--- src/rtl/openav1_pkg.sv ---
// Shared constants, FSM state type and index helper for the 4x4 quantiser.
package openav1_pkg;

    localparam int N       = 4;
    localparam int COEF_W  = 8;
    localparam int QMULT_W = 16;
    localparam int QSHIFT  = 8;
    localparam int BLOCK_W = N * N * COEF_W;
    localparam int IDX_W   = 4;
    localparam int EOB_W   = 5;

    typedef enum logic [1:0] {
        IDLE,
        RUN,
        DONE
    } quant_state_t;

    // Row-major element 0 lives in the most significant byte of the packed block.
    function automatic int coef_offset(input logic [IDX_W-1:0] idx);
        return BLOCK_W - COEF_W * (int'(idx) + 1);
    endfunction

endpackage

--- src/rtl/openav1_quantize_4x4_if.sv ---
// Valid/ready block interface between the DCT stage, the quantiser and the entropy coder.
interface openav1_quantize_4x4_if;
    import openav1_pkg::*;

    logic                  in_valid;
    logic                  in_ready;
    logic [BLOCK_W-1:0]    in_block;
    logic [QMULT_W-1:0]    in_qmult;
    logic                  out_valid;
    logic                  out_ready;
    logic [BLOCK_W-1:0]    out_block;
    logic [EOB_W-1:0]      out_eob;

    modport master (
        output in_valid, in_block, in_qmult, out_ready,
        input  in_ready, out_valid, out_block, out_eob
    );

    modport slave (
        input  in_valid, in_block, in_qmult, out_ready,
        output in_ready, out_valid, out_block, out_eob
    );

endinterface

--- src/rtl/openav1_quant_scalar.sv ---
// Combinational multiply, round-half-up, shift and saturate for one coefficient.
module openav1_quant_scalar
    import openav1_pkg::*;
(
    input  logic [COEF_W-1:0]  c,
    input  logic [QMULT_W-1:0] qmult,
    output logic [COEF_W-1:0]  q
);

    localparam int PROD_W = COEF_W + QMULT_W;
    localparam logic [PROD_W:0] ROUND   = (PROD_W + 1)'(1) << (QSHIFT - 1);
    localparam logic [PROD_W:0] SAT_MAX = (PROD_W + 1)'((1 << COEF_W) - 1);

    logic [PROD_W-1:0] prod;
    logic [PROD_W:0]   rounded;
    logic [PROD_W:0]   shifted;

    // The extra top bit keeps the rounding add from overflowing at full scale.
    always_comb begin
        prod    = {{QMULT_W{1'b0}}, c} * {{COEF_W{1'b0}}, qmult};
        rounded = {1'b0, prod} + ROUND;
        shifted = rounded >> QSHIFT;
        q       = (shifted > SAT_MAX) ? {COEF_W{1'b1}} : shifted[COEF_W-1:0];
    end

endmodule

--- src/rtl/openav1_quantize_4x4.sv ---
// Serial 4x4 quantiser: one coefficient per cycle through a shared scalar unit, plus EOB tracking.
module openav1_quantize_4x4
    import openav1_pkg::*;
(
    input  logic                   clk,
    input  logic                   reset,
    openav1_quantize_4x4_if.slave  bus
);

    quant_state_t        state;
    quant_state_t        next_state;
    logic [IDX_W-1:0]    idx;
    logic [BLOCK_W-1:0]  block_q;
    logic [QMULT_W-1:0]  qmult_q;
    logic [BLOCK_W-1:0]  result;
    logic [EOB_W-1:0]    eob;
    logic [COEF_W-1:0]   cur_coef;
    logic [COEF_W-1:0]   cur_q;

    always_ff @(posedge clk or negedge reset) begin
        if (!reset) begin
            state <= IDLE;
        end else begin
            state <= next_state;
        end
    end

    always_comb begin
        next_state = state;
        case (state)
            IDLE:    if (bus.in_valid) next_state = RUN;
            RUN:     if (idx == IDX_W'(N * N - 1)) next_state = DONE;
            DONE:    if (bus.out_ready) next_state = IDLE;
            default: next_state = IDLE;
        endcase
    end

    always_comb begin
        bus.in_ready  = (state == IDLE);
        bus.out_valid = (state == DONE);
        bus.out_block = result;
        bus.out_eob   = eob;
    end

    assign cur_coef = block_q[coef_offset(idx) +: COEF_W];

    openav1_quant_scalar u_scalar (
        .c     (cur_coef),
        .qmult (qmult_q),
        .q     (cur_q)
    );

    // Operands are captured once at acceptance so later input changes cannot leak in.
    always_ff @(posedge clk or negedge reset) begin
        if (!reset) begin
            idx     <= '0;
            block_q <= '0;
            qmult_q <= '0;
            result  <= '0;
            eob     <= '0;
        end else begin
            case (state)
                IDLE: begin
                    if (bus.in_valid) begin
                        block_q <= bus.in_block;
                        qmult_q <= bus.in_qmult;
                        result  <= '0;
                        eob     <= '0;
                        idx     <= '0;
                    end
                end
                RUN: begin
                    result[coef_offset(idx) +: COEF_W] <= cur_q;
                    if (cur_q != '0) begin
                        eob <= EOB_W'(idx) + EOB_W'(1);
                    end
                    idx <= idx + IDX_W'(1);
                end
                default: begin
                end
            endcase
        end
    end

endmodule
--- src/flat_wrapper.sv ---
// flat-port wrapper written by rule: the top's interface ports become plain ports
module openav1_quantize_4x4_flat import openav1_pkg::*;
  (clk, reset, bus_in_valid, bus_in_block, bus_in_qmult, bus_out_ready, bus_in_ready, bus_out_valid, bus_out_block, bus_out_eob);
  openav1_quantize_4x4_if bus_i ();
  input  logic clk;
  input  logic reset;
  input wire logic [$bits(bus_i.in_valid)-1:0] bus_in_valid;
  input wire logic [$bits(bus_i.in_block)-1:0] bus_in_block;
  input wire logic [$bits(bus_i.in_qmult)-1:0] bus_in_qmult;
  input wire logic [$bits(bus_i.out_ready)-1:0] bus_out_ready;
  output wire logic [$bits(bus_i.in_ready)-1:0] bus_in_ready;
  output wire logic [$bits(bus_i.out_valid)-1:0] bus_out_valid;
  output wire logic [$bits(bus_i.out_block)-1:0] bus_out_block;
  output wire logic [$bits(bus_i.out_eob)-1:0] bus_out_eob;
  assign bus_i.in_valid = bus_in_valid;
  assign bus_i.in_block = bus_in_block;
  assign bus_i.in_qmult = bus_in_qmult;
  assign bus_i.out_ready = bus_out_ready;
  assign bus_in_ready = bus_i.in_ready;
  assign bus_out_valid = bus_i.out_valid;
  assign bus_out_block = bus_i.out_block;
  assign bus_out_eob = bus_i.out_eob;
  openav1_quantize_4x4 u_core (.clk(clk), .reset(reset), .bus(bus_i));
endmodule
--- config.mk ---
export PLATFORM = sky130hd
export DESIGN_NAME = openav1_quantize_4x4_flat
export DESIGN_NICKNAME = d
export VERILOG_FILES = /design/src/rtl/openav1_pkg.sv /design/src/rtl/openav1_quantize_4x4_if.sv /design/src/rtl/openav1_quant_scalar.sv /design/src/rtl/openav1_quantize_4x4.sv /design/src/flat_wrapper.sv
export SDC_FILE = /design/constraint.sdc
export NUM_CORES = 1
export LEC_CHECK = 0
export BUFFER_PORTS_ARGS = -buffer_cell sky130_fd_sc_hd__clkbuf_2
export CAP_MARGIN = 40
export CORE_AREA = 2 2 182 184
export DETAILED_ROUTE_END_ITERATION = 10
export DIE_AREA = 0 0 184 186
export GPL_TIMING_DRIVEN = 0
export PLACE_DENSITY = 0.76
export SYNTH_ARGS = -nofsm -noshare
export SYNTH_HDL_FRONTEND = slang
export SYNTH_HIERARCHICAL = 1
export SYNTH_SLANG_ARGS = --single-unit
export TNS_END_PERCENT = 5
--- constraint.sdc ---
create_clock -name clk -period 23.5 [get_ports clk]
set_clock_uncertainty 0.2 [all_clocks]
set_input_delay 3.525 -clock clk [delete_from_list [all_inputs] [get_ports clk]]
set_output_delay 3.525 -clock clk [all_outputs]
set_load 0.02 [all_outputs]
==> impl_metrics.env <==
export IMPL_synth_nets=2032
export IMPL_ys_seq_area_share_pct=41.3
export IMPL_finalMaxSlewViolations=0
export IMPL_first_pass_iters=7
export IMPL_cts_resized=0
export IMPL_cts_tree="done"
export IMPL_crit_fanout=10
export IMPL_htreeDepth=1
export IMPL_die_x_um=184
export IMPL_synthesis_area_um2=17100
export IMPL_ys_dominant_reg_cell="dfrtp_1"
export IMPL_nFillCells=2646
export IMPL_ys_types=76
export IMPL_gp_congestion=0.942
export IMPL_fp_coreArea_um2=32200
export IMPL_finalCriticalPeriod_ns=10.32
export IMPL_finalCritPeriodShare_pct=43.9
export IMPL_hold_path_class="flop to flop"
export IMPL_worstMarginPinSlew_ns=0.869
export IMPL_dieArea_um2=34200
export IMPL_ant_nets=0
export IMPL_routed_wl_mm=48.6
export IMPL_outcome="finished clean"
export IMPL_critical_path_max_stage_delay_ns=0.62
export IMPL_drive_gt1_share_pct=21.4
export IMPL_synth_async_reset_ratio_pct=100
export IMPL_worstPathRequired_ns=23.79
export IMPL_top_usage_layer="met2"
export IMPL_grt_pass1_vias=14792
export IMPL_multi_input_area_um2=9080
export IMPL_layout_common_cells="nand2_1, dfrtp_1, clkbuf_2"
export IMPL_use_met3_pct=4.21
export IMPL_post_dp_hpwl_mm=36.2
export IMPL_arrival_ns=10.60
export IMPL_regArea_um2=7080
export IMPL_wire_per_inst_um=19.5
export IMPL_rsz0062_at_grt="no"
export IMPL_synth_seq_cells=283
export IMPL_initial_utilization_pct=53.2
export IMPL_use_met2_pct=49.4
export IMPL_layout_nets=2349
export IMPL_endpoint_kind="flop"
export IMPL_critPathBufInv=11
export IMPL_cts_sinks=283
export IMPL_slew_headroom_pct=41.6
export IMPL_clk_latency_ns=0.56
export IMPL_max_freq_ghz=0.0969
export IMPL_clockBufferDepth=3
export IMPL_grt_pass1_wl_mm=77.9
export IMPL_via_per_inst=5.73
export IMPL_synth_edf_count=0
export IMPL_antenna_found_initial=5
export IMPL_setup_viol_count_final=0
export IMPL_crit_family="adder cells"
export IMPL_cts_root_buf="clkbuf_16"
export IMPL_io_buffers=282
export IMPL_grt_ovfl_total=0
export IMPL_synthToLayoutAreaGrowth_pct=18.1
export IMPL_drtIter0Drc=1070
export IMPL_yosysWarnings=6
export IMPL_final_common_cell="nand2_1"
export IMPL_drc=0
export IMPL_fin_tns_setup_ns=0
export IMPL_cts_hold_repair_buffers=0
export IMPL_grt_max_degree=114
export IMPL_io_pins=283
export IMPL_cp_start_kind="flop"
export IMPL_avgSynthCellArea_um2=9.85
export IMPL_synthCells=1740
export IMPL_use_met1_pct=38.1
export IMPL_die_y_um=186
export IMPL_cts_buffers=30
export IMPL_fin_util_pct=62.9
export IMPL_clkTransAtPathRegs_ns=0.06
export IMPL_drv_cap=0
export IMPL_cts_setup_buffers=0
export IMPL_rows=66
export IMPL_dr_total_vias=14281
export IMPL_critical_path_slowest_cell="clkbuf_1"
export IMPL_finalHoldViolCount=0
export IMPL_worstSetupPathType="flop to flop"
export IMPL_grtUsageTotal_pct=28.9
## state kept, by name, summed over array words and instances, names as in the netlist
signal and flops:
u_core/bus.out_block 128, u_core/state 2, u_core/idx 4, u_core/bus.out_eob 5, u_core/block_q 128, u_core/qmult_q 16
## per-stage QoR
stage | hold slack, ns | setup WS [ns] | std cells | instance area, µm²
after floorplan | 0.240 | 15.27 | 1740 | 17100
after global placement | 0.252 | 12.99 | 2430 | 19100
after global routing | 0.290 | 12.71 | 2493 | 20200
final | 0.272 | 13.18 | 2494 | 20200
after CTS | 0.272 | 13.31 | 2489 | 20200
after detailed placement | 0.257 | 13.34 | 2433 | 19100
## cell type report
type,instances,share of cell area [%]
plain buffers,101,2.47
well taps,408,2.52
clock inverters,9,0.766
multi-input cells,1229,44.8
inverters,127,2.35
diodes,5,0.0618
repair buffers,285,7.34
clock buffers,47,4.67
flip-flops and latches,283,35.0
## path summary, 6_finish.rpt
path / endpoint / cells past startpoint / start / slack [ns]
worst max-delay path: u_core/bus.out_eob[4] / 32 / u_core/idx[0] / 13.18
worst min-delay path: u_core/block_q[114] / 2 / u_core/block_q[114] / 0.27
worst max register to register: u_core/bus.out_eob[4] / 32 / u_core/idx[0] / 13.18
worst min register to register: u_core/block_q[114] / 2 / u_core/block_q[114] / 0.27
max in group asynchronous: u_core/bus.out_block[40] / 2 / reset / 19.38
min in group asynchronous: u_core/block_q[43] / 1 / reset / 2.75
## cells by family (layout without fill, tap and decap cells)
group	after synthesis	after routing	share of synthesized area, %
XOR/XNOR	14	14	0.803
flip-flops	283	283	41.3
AO/OA/AOI/OAI	234	234	11.3
buffers and inverters	228	569	5.70
multiplexers	79	79	6.95
AND/OR/NAND/NOR	758	758	19.7
other	0	5	0
adder cells (fa/ha/maj)	144	144	14.2
## worst min-delay path, delay by kind of cell, from the launching register on
kind / cells / cell delay, ns
flops: 1 / 0.34
simple gates: 2 / 0.10
## synthesized netlist by cell type, types with 3 or more instances
cell / instances / area [µm²]
o21ai_1: 5 / 25.0
nand2_1: 528 / 1980
nand3b_1: 3 / 22.5
o21a_1: 4 / 30.0
nor4_1: 5 / 31.3
nor3b_2: 3 / 37.5
o22ai_1: 8 / 50.1
nand4_1: 11 / 68.8
a32o_1: 50 / 500
nand2b_1: 5 / 31.3
and2_1: 101 / 632
xnor2_1: 9 / 78.8
ha_1: 61 / 763
or3_1: 5 / 31.3
o2bb2ai_1: 7 / 61.3
fa_1: 83 / 1660
mux2i_1: 47 / 470
dfrtp_1: 283 / 7080
xor2_1: 3 / 26.3
nor2_1: 28 / 105
o21ai_0: 22 / 110
buf_2: 21 / 105
buf_6: 7 / 78.8
a22o_1: 48 / 420
and3_1: 10 / 62.6
mux4_2: 32 / 721
nor3_1: 12 / 60.1
o21ai_2: 3 / 26.3
a211oi_1: 4 / 30.0
a21oi_2: 11 / 96.3
a21oi_1: 36 / 180
buf_4: 8 / 60.1
buf_1: 4 / 15.0
o211ai_1: 9 / 67.6
clkbuf_1: 60 / 225
nor2b_1: 8 / 50.1
inv_1: 127 / 477
nand3_1: 22 / 110
## metal layers
| layer | up-vias | share of wire, % |
|---|---|---|
| li1 | 6455 | - |
| met1 | 7089 | 40 |
| met2 | 626 | 49 |
| met3 | 109 | 7.1 |
| met4 | 2 | 3.4 |
| met5 | - | 0.027 |
Power is left out: the tool's default activity adds up to more than one toggle a clock period on the data nets, which glitch-free logic cannot reach.
